[src/rtl/frame_pkg.sv]
// Shared types and constants for the frame RAM writer and bitmap lookup.
//   FRAME_W/FRAME_H : frame geometry (powers of two)
//   PIX_W           : palette index width
//   RUN_W           : run-length field width; a token encodes run+1 pixels
package frame_pkg;
    localparam int FRAME_W = 32;
    localparam int FRAME_H = 32;
    localparam int PIX_W   = 3;
    localparam int RUN_W   = 5;
    localparam int X_W     = $clog2(FRAME_W);
    localparam int Y_W     = $clog2(FRAME_H);

    typedef logic [PIX_W-1:0] pixel_t;

    typedef struct packed {
        logic [RUN_W-1:0] run;
        pixel_t           colour;
    } rle_token_t;

    typedef enum logic [1:0] {IDLE, RUN, WAIT, DONE} wr_state_t;
endpackage

[src/rtl/frame_rle_writer_if.sv]
// Token stream plus frame RAM write port.
//   s_valid/s_ready/s_data/s_sof : run-length token stream (source -> writer)
//   wr_en/wr_x/wr_y/wr_pixel     : frame RAM write port (writer -> RAM)
// slave  : the writer side; master : the token source / RAM model side.
interface frame_rle_writer_if;
    import frame_pkg::*;

    logic           s_valid;
    logic           s_ready;
    rle_token_t     s_data;
    logic           s_sof;
    logic           wr_en;
    logic [X_W-1:0] wr_x;
    logic [Y_W-1:0] wr_y;
    pixel_t         wr_pixel;

    modport slave  (input  s_valid, s_data, s_sof,
                    output s_ready, wr_en, wr_x, wr_y, wr_pixel);
    modport master (output s_valid, s_data, s_sof,
                    input  s_ready, wr_en, wr_x, wr_y, wr_pixel);
endinterface

[src/rtl/raster_addr_ctr.sv]
// Raster-order x/y address counter.
//   clear   : return to (0,0); wins over advance
//   advance : step one pixel, wrapping x at end of row and bumping y
//   x, y    : current address
//   last    : current address is the final pixel of the frame
module raster_addr_ctr
    import frame_pkg::*;
(
    input  logic           clk,
    input  logic           rst_n,
    input  logic           clear,
    input  logic           advance,
    output logic [X_W-1:0] x,
    output logic [Y_W-1:0] y,
    output logic           last
);
    logic [X_W-1:0] r_x;
    logic [Y_W-1:0] r_y;

    always_ff @(posedge clk or negedge rst_n) begin
        if (!rst_n) begin
            r_x <= '0;
            r_y <= '0;
        end else if (clear) begin
            r_x <= '0;
            r_y <= '0;
        end else if (advance) begin
            r_x <= r_x + 1'b1;
            if (r_x == X_W'(FRAME_W - 1))
                r_y <= r_y + 1'b1;
        end
    end

    assign x    = r_x;
    assign y    = r_y;
    assign last = (r_x == X_W'(FRAME_W - 1)) && (r_y == Y_W'(FRAME_H - 1));
endmodule

[src/rtl/frame_rle_writer.sv]
// Expands run-length tokens into raster-ordered frame RAM writes.
//   clk, rst_n  : clock, asynchronous active-low reset
//   bus         : token stream in, frame RAM write port out
//   frame_done  : one-cycle pulse after the last pixel of a complete frame
//   frame_err   : sticky; set on overrun or mid-frame restart, cleared by s_sof from IDLE
//   busy        : high outside IDLE
module frame_rle_writer
    import frame_pkg::*;
(
    input  logic              clk,
    input  logic              rst_n,
    frame_rle_writer_if.slave bus,
    output logic              frame_done,
    output logic              frame_err,
    output logic              busy
);
    wr_state_t        r_state, w_next;
    pixel_t           r_colour;
    logic [RUN_W-1:0] r_run;
    logic             r_err;

    logic             w_clear, w_adv, w_load, w_err_set, w_err_clr, w_last;
    logic [X_W-1:0]   w_x;
    logic [Y_W-1:0]   w_y;
    rle_token_t       w_tok;

    assign w_tok = bus.s_data;

    raster_addr_ctr u_addr (
        .clk     (clk),
        .rst_n   (rst_n),
        .clear   (w_clear),
        .advance (w_adv),
        .x       (w_x),
        .y       (w_y),
        .last    (w_last)
    );

    always_ff @(posedge clk or negedge rst_n) begin
        if (!rst_n) r_state <= IDLE;
        else        r_state <= w_next;
    end

    always_comb begin
        w_next      = r_state;
        bus.s_ready = 1'b0;
        bus.wr_en   = 1'b0;
        frame_done  = 1'b0;
        w_clear     = 1'b0;
        w_adv       = 1'b0;
        w_load      = 1'b0;
        w_err_set   = 1'b0;
        w_err_clr   = 1'b0;
        case (r_state)
            IDLE: begin
                bus.s_ready = 1'b1;
                // tokens without s_sof are swallowed here
                if (bus.s_valid && bus.s_sof) begin
                    w_load    = 1'b1;
                    w_clear   = 1'b1;
                    w_err_clr = 1'b1;
                    w_next    = RUN;
                end
            end
            RUN: begin
                bus.wr_en = 1'b1;
                w_adv     = 1'b1;
                if (w_last) begin
                    // frame complete; leftover run pixels are dropped
                    w_next = DONE;
                    if (r_run != '0) w_err_set = 1'b1;
                end else if (r_run == '0) begin
                    // last pixel of this run: take the next token without a bubble
                    bus.s_ready = 1'b1;
                    if (bus.s_valid) begin
                        w_load = 1'b1;
                        if (bus.s_sof) begin
                            w_clear   = 1'b1;
                            w_err_set = 1'b1;
                        end
                    end else begin
                        w_next = WAIT;
                    end
                end
            end
            WAIT: begin
                bus.s_ready = 1'b1;
                if (bus.s_valid) begin
                    w_load = 1'b1;
                    w_next = RUN;
                    if (bus.s_sof) begin
                        w_clear   = 1'b1;
                        w_err_set = 1'b1;
                    end
                end
            end
            DONE: begin
                frame_done = 1'b1;
                w_next     = IDLE;
            end
            default: w_next = IDLE;
        endcase
    end

    always_ff @(posedge clk or negedge rst_n) begin
        if (!rst_n) begin
            r_colour <= '0;
            r_run    <= '0;
            r_err    <= 1'b0;
        end else begin
            if (w_load) begin
                r_colour <= w_tok.colour;
                r_run    <= w_tok.run;
            end else if (r_state == RUN) begin
                r_run <= r_run - 1'b1;
            end
            if (w_err_clr)      r_err <= 1'b0;
            else if (w_err_set) r_err <= 1'b1;
        end
    end

    assign bus.wr_x     = w_x;
    assign bus.wr_y     = w_y;
    assign bus.wr_pixel = r_colour;
    assign frame_err    = r_err;
    assign busy         = (r_state != IDLE);
endmodule

[src/flat_wrapper.sv]
// flat-port wrapper written by rule: the top's interface ports become plain ports
module frame_rle_writer_flat import frame_pkg::*;
  (clk, rst_n, frame_done, frame_err, busy, bus_s_valid, bus_s_data, bus_s_sof, bus_s_ready, bus_wr_en, bus_wr_x, bus_wr_y, bus_wr_pixel);
  frame_rle_writer_if bus_i ();
  input  logic clk;
  input  logic rst_n;
  output logic frame_done;
  output logic frame_err;
  output logic busy;
  input wire logic [$bits(bus_i.s_valid)-1:0] bus_s_valid;
  input wire logic [$bits(bus_i.s_data)-1:0] bus_s_data;
  input wire logic [$bits(bus_i.s_sof)-1:0] bus_s_sof;
  output wire logic [$bits(bus_i.s_ready)-1:0] bus_s_ready;
  output wire logic [$bits(bus_i.wr_en)-1:0] bus_wr_en;
  output wire logic [$bits(bus_i.wr_x)-1:0] bus_wr_x;
  output wire logic [$bits(bus_i.wr_y)-1:0] bus_wr_y;
  output wire logic [$bits(bus_i.wr_pixel)-1:0] bus_wr_pixel;
  assign bus_i.s_valid = bus_s_valid;
  assign bus_i.s_data = bus_s_data;
  assign bus_i.s_sof = bus_s_sof;
  assign bus_s_ready = bus_i.s_ready;
  assign bus_wr_en = bus_i.wr_en;
  assign bus_wr_x = bus_i.wr_x;
  assign bus_wr_y = bus_i.wr_y;
  assign bus_wr_pixel = bus_i.wr_pixel;
  frame_rle_writer u_core (.clk(clk), .rst_n(rst_n), .bus(bus_i), .frame_done(frame_done), .frame_err(frame_err), .busy(busy));
endmodule
[config.mk]
export PLATFORM = sky130hd
export DESIGN_NAME = frame_rle_writer_flat
export DESIGN_NICKNAME = d
export VERILOG_FILES = /design/src/rtl/frame_pkg.sv /design/src/rtl/frame_rle_writer_if.sv /design/src/rtl/raster_addr_ctr.sv /design/src/rtl/frame_rle_writer.sv /design/src/flat_wrapper.sv
export SDC_FILE = /design/constraint.sdc
export NUM_CORES = 1
export LEC_CHECK = 0
export CORE_MARGIN = 2
export CORE_UTILIZATION = 46
export DETAILED_ROUTE_END_ITERATION = 8
export HOLD_SLACK_MARGIN = 0.15
export PLACE_DENSITY = 0.72
export SLEW_MARGIN = 20
export SYNTH_ARGS = -nofsm -noshare
export SYNTH_HDL_FRONTEND = slang
export SYNTH_SLANG_ARGS = --single-unit
[constraint.sdc]
create_clock -name clk -period 2.2 [get_ports clk]
set_input_delay 0.33 -clock clk [delete_from_list [all_inputs] [get_ports clk]]
set_output_delay 0.33 -clock clk [all_outputs]
set_load 0.02 [all_outputs]
==> results.ini <==
[global_routing]
grt_max_degree=22
grt_overflow=0
grt_use_total=0.1711
antenna_found_initial=0
grt_pass1_vias=970
grt_pass1_wl_um=4243

[synth]
synth-main-ff-cell=dfrtp_1
async_flop_share=1.000
netlist_instances=109
synth_edf_count=0
seq_area_frac_synth=0.4325
ys_seq_elements=21
avgSynthCellArea_um2=11.15
syn-cell-area_um2=1215
ys_types=30
yosysWarnings=0
synth_fp_nets=131

[worst_hold_path]
hold_class=in2async

[sta]
slew_viol_final=0
hold_violations=0
finalSetupTns_ps=0
clock.fmax_mhz=467.8
hold_ws_ps=342.0
post-route-period-util=0.9717
setup_violations=0
maxSlewHeadroom=0.7879
period_needed_ps=2138
worstMarginPinSlew_ps=313.8
skew_ps=11.73

[floorplan]
die_w_um=55.39
rows=18
core_um2=2500
fp.dieH_um=55.39
io_pins=30
start_util=0.4860
die_area_um2=3068

[clocking]
insertion_delay_ps=320
clk_path_buf_depth=2
cts_made_buffers=3
h-tree-depth=1
cts_tree=done
clk_pin_slew_worst_paths_ps=130
root_buffer=clkbuf_4
numClockSinks=21

[power]
vdd_drop_max_mv=0.8815
seqPwrFrac=0.307
p_comb_frac=0.604
p_sw_uw=882.6
p_int_uw=1325
swShare=0.3997
power.density_nw_per_um2=1328
power_uw=2208
p_leak_uw=0.0007948
clock_power_share=0.089

[worst_setup_path]
required_ps=2420
worst_r2r_endpoint=u_core.r_run[0]
reg2reg_slack_ps=60
arrival_ps=2360
cpPeakStageDelay_ps=410
critical_path_class=reg2reg
critical_path_peak_fanout=8
crit_chain=ha_2 > and3_1 > ha_1 > nand2_2 > nand3_2 > buf_4 > a211o_4 > mux2_4
worstRegToRegCells=8
cp-end-kind=flop
startpoint_type=flop
r2r-start=u_core.u_addr.y[0]
crit_slowest_cell=dfrtp_1

[run_status]
status=complete, no violations

[cells_and_area]
nets=175
final-instance-count-excl-fill=182
num_antenna_cells=0
layout-drive-gt1-share=0.2434
synthToLayoutAreaGrowth_pct=36.87
nFillCells=225

[job]
drv_cap=0

[place]
dpl.hpwl_um=1772
io_buffers=29
place_inst=176
gp_congestion=0.8898

[route]
post_drt_via_cell_ratio=5.231
remaining_drc_errors=0
detail-route-antenna-nets=0
drt_iter0_drc=22
num_vias=952
totalWireLength_um=2516
firstDrtPassIters=4
wire_per_inst_um=13.82

[worst max path at each step]
| stage | from | endpoint | slack, ps | cells past startpoint |
|---|---|---|---|---|
| global placement | u_core.u_addr.y[0] | u_core.bus.wr_pixel[2] | 4 | 8 |
| detailed placement | u_core.u_addr.x[0] | u_core.r_run[0] | -50 | 8 |
| floorplan | u_core.u_addr.x[0] | u_core.bus.wr_pixel[0] | 60 | 8 |
| CTS | u_core.u_addr.x[0] | u_core.bus.wr_pixel[2] | 20 | 8 |
| global route | u_core.u_addr.y[0] | u_core.r_run[0] | -0.08 | 8 |
| finish | u_core.u_addr.y[0] | u_core.r_run[0] | 60 | 8 |
[area by class of cell]
| class | count | area [um2] | area share |
|---|---|---|---|
| clock buffer | 3 | 22.52 | 0.01354 |
| multi-input combinational | 79 | 665.6 | 0.4003 |
| timing repair buffer | 42 | 384.1 | 0.2310 |
| tap | 30 | 37.54 | 0.02257 |
| inverter | 6 | 22.52 | 0.01354 |
| clock inverter | 1 | 5.005 | 0.003010 |
| sequential | 21 | 525.5 | 0.3160 |
[metrics by stage]
stage               cell area, um2    util  setup WS [ps]
finish                        1663  0.6652          62.17
global route                  1663  0.6652       -0.07527
CTS                           1635  0.6542          16.12
detailed placement            1605  0.6421         -47.16
global placement              1605  0.6421          4.354
floorplan                     1215       -          56.65
[flip-flops by register name, indices dropped and copies added, names as in the netlist]
signal               flops
u_core.r_run             5
u_core.u_addr.x          5
u_core.u_addr.y          5
u_core.bus.wr_pixel      3
u_core.r_state           2
u_core.frame_err         1
[cell usage in the layout, fill, tap and decap left out]
cell,n
clkdlybuf4s50_1,27
dfrtp_1,21
buf_4,14
nor2_1,11
mux2_4,8
nand2_1,7
xor2_1,7
ha_1,7
inv_1,6
nand3_1,6
a21oi_1,4
mux2i_1,3
xnor2_1,3
ha_2,3
clkbuf_4,3
and3_1,2
a31oi_1,2
o21ai_0,2
nor4b_4,1
nand2_2,1
nand3_2,1
a211oi_2,1
a211o_4,1
a21bo_2,1
o221ai_1,1
nor2b_1,1
nand4_1,1
and4_2,1
o22ai_1,1
nor4b_1,1
mux2_2,1
nor3_1,1
clkinv_2,1
dlygate4sd2_1,1
[cells in the mapped netlist (3+ instances only)]
| cell type | number | area [um2] |
|---|---|---|
| xnor2_1 | 3 | 26.28 |
| nor2_1 | 11 | 41.29 |
| a21oi_1 | 4 | 20.02 |
| ha_1 | 10 | 125.1 |
| dfrtp_1 | 21 | 525.5 |
| nand2_1 | 8 | 30.03 |
| nand3_1 | 6 | 30.03 |
| mux2_4 | 8 | 120.1 |
| xor2_1 | 7 | 61.31 |
| inv_1 | 6 | 22.52 |
| mux2i_1 | 3 | 30.03 |
[power by group through the flow]
stage	clock, uW	combinational [uW]	sequential (uW)
after global placement	0	1290	683
after CTS	201	1310	677
after detailed placement	0	1310	684
final	197	1330	678
after floorplan	0	748	784
after global routing	216	1450	699
[worst max-delay path: cells and delay by family (launching register included)]
family | cells | cell delay, ps
flops | 1 | 410
compound gates | 1 | 410
fa+ha+maj | 2 | 390
simple gates | 3 | 360
mux | 1 | 320
buf+inv | 1 | 160
[what timing repair did]
action,CTS,global route
buffers inserted,0,2
gates resized for setup,7,5
pin swaps,0,2
hold buffers,0,0
cloned,0,0
setup endpoints to repair,10,9
[layer usage]
layer,vias to the layer above,track usage,part of all wire
li1,463,-,-
met1,462,0.2319,0.47
met2,23,0.2738,0.48
met3,4,0.02576,0.041
met4,0,0.06969,0.0099
met5,-,0,0
[kinds of logic (layout without fill, tap and decap cells)]
| logic type | count (synthesis) | in the layout | share of synthesized area |
|---|---|---|---|
| buffers and inverters | 9 | 52 | 0.03501 |
| xor gates and xnor gates | 10 | 10 | 0.07210 |
| adders and majority gates | 10 | 10 | 0.1030 |
| muxes | 12 | 12 | 0.1329 |
| AOI/OAI and AO/OA | 13 | 13 | 0.07312 |
| DFF | 21 | 21 | 0.4325 |
| and+or+nand+nor | 34 | 34 | 0.1514 |
No activity file was read; power rests on OpenSTA's default activity.
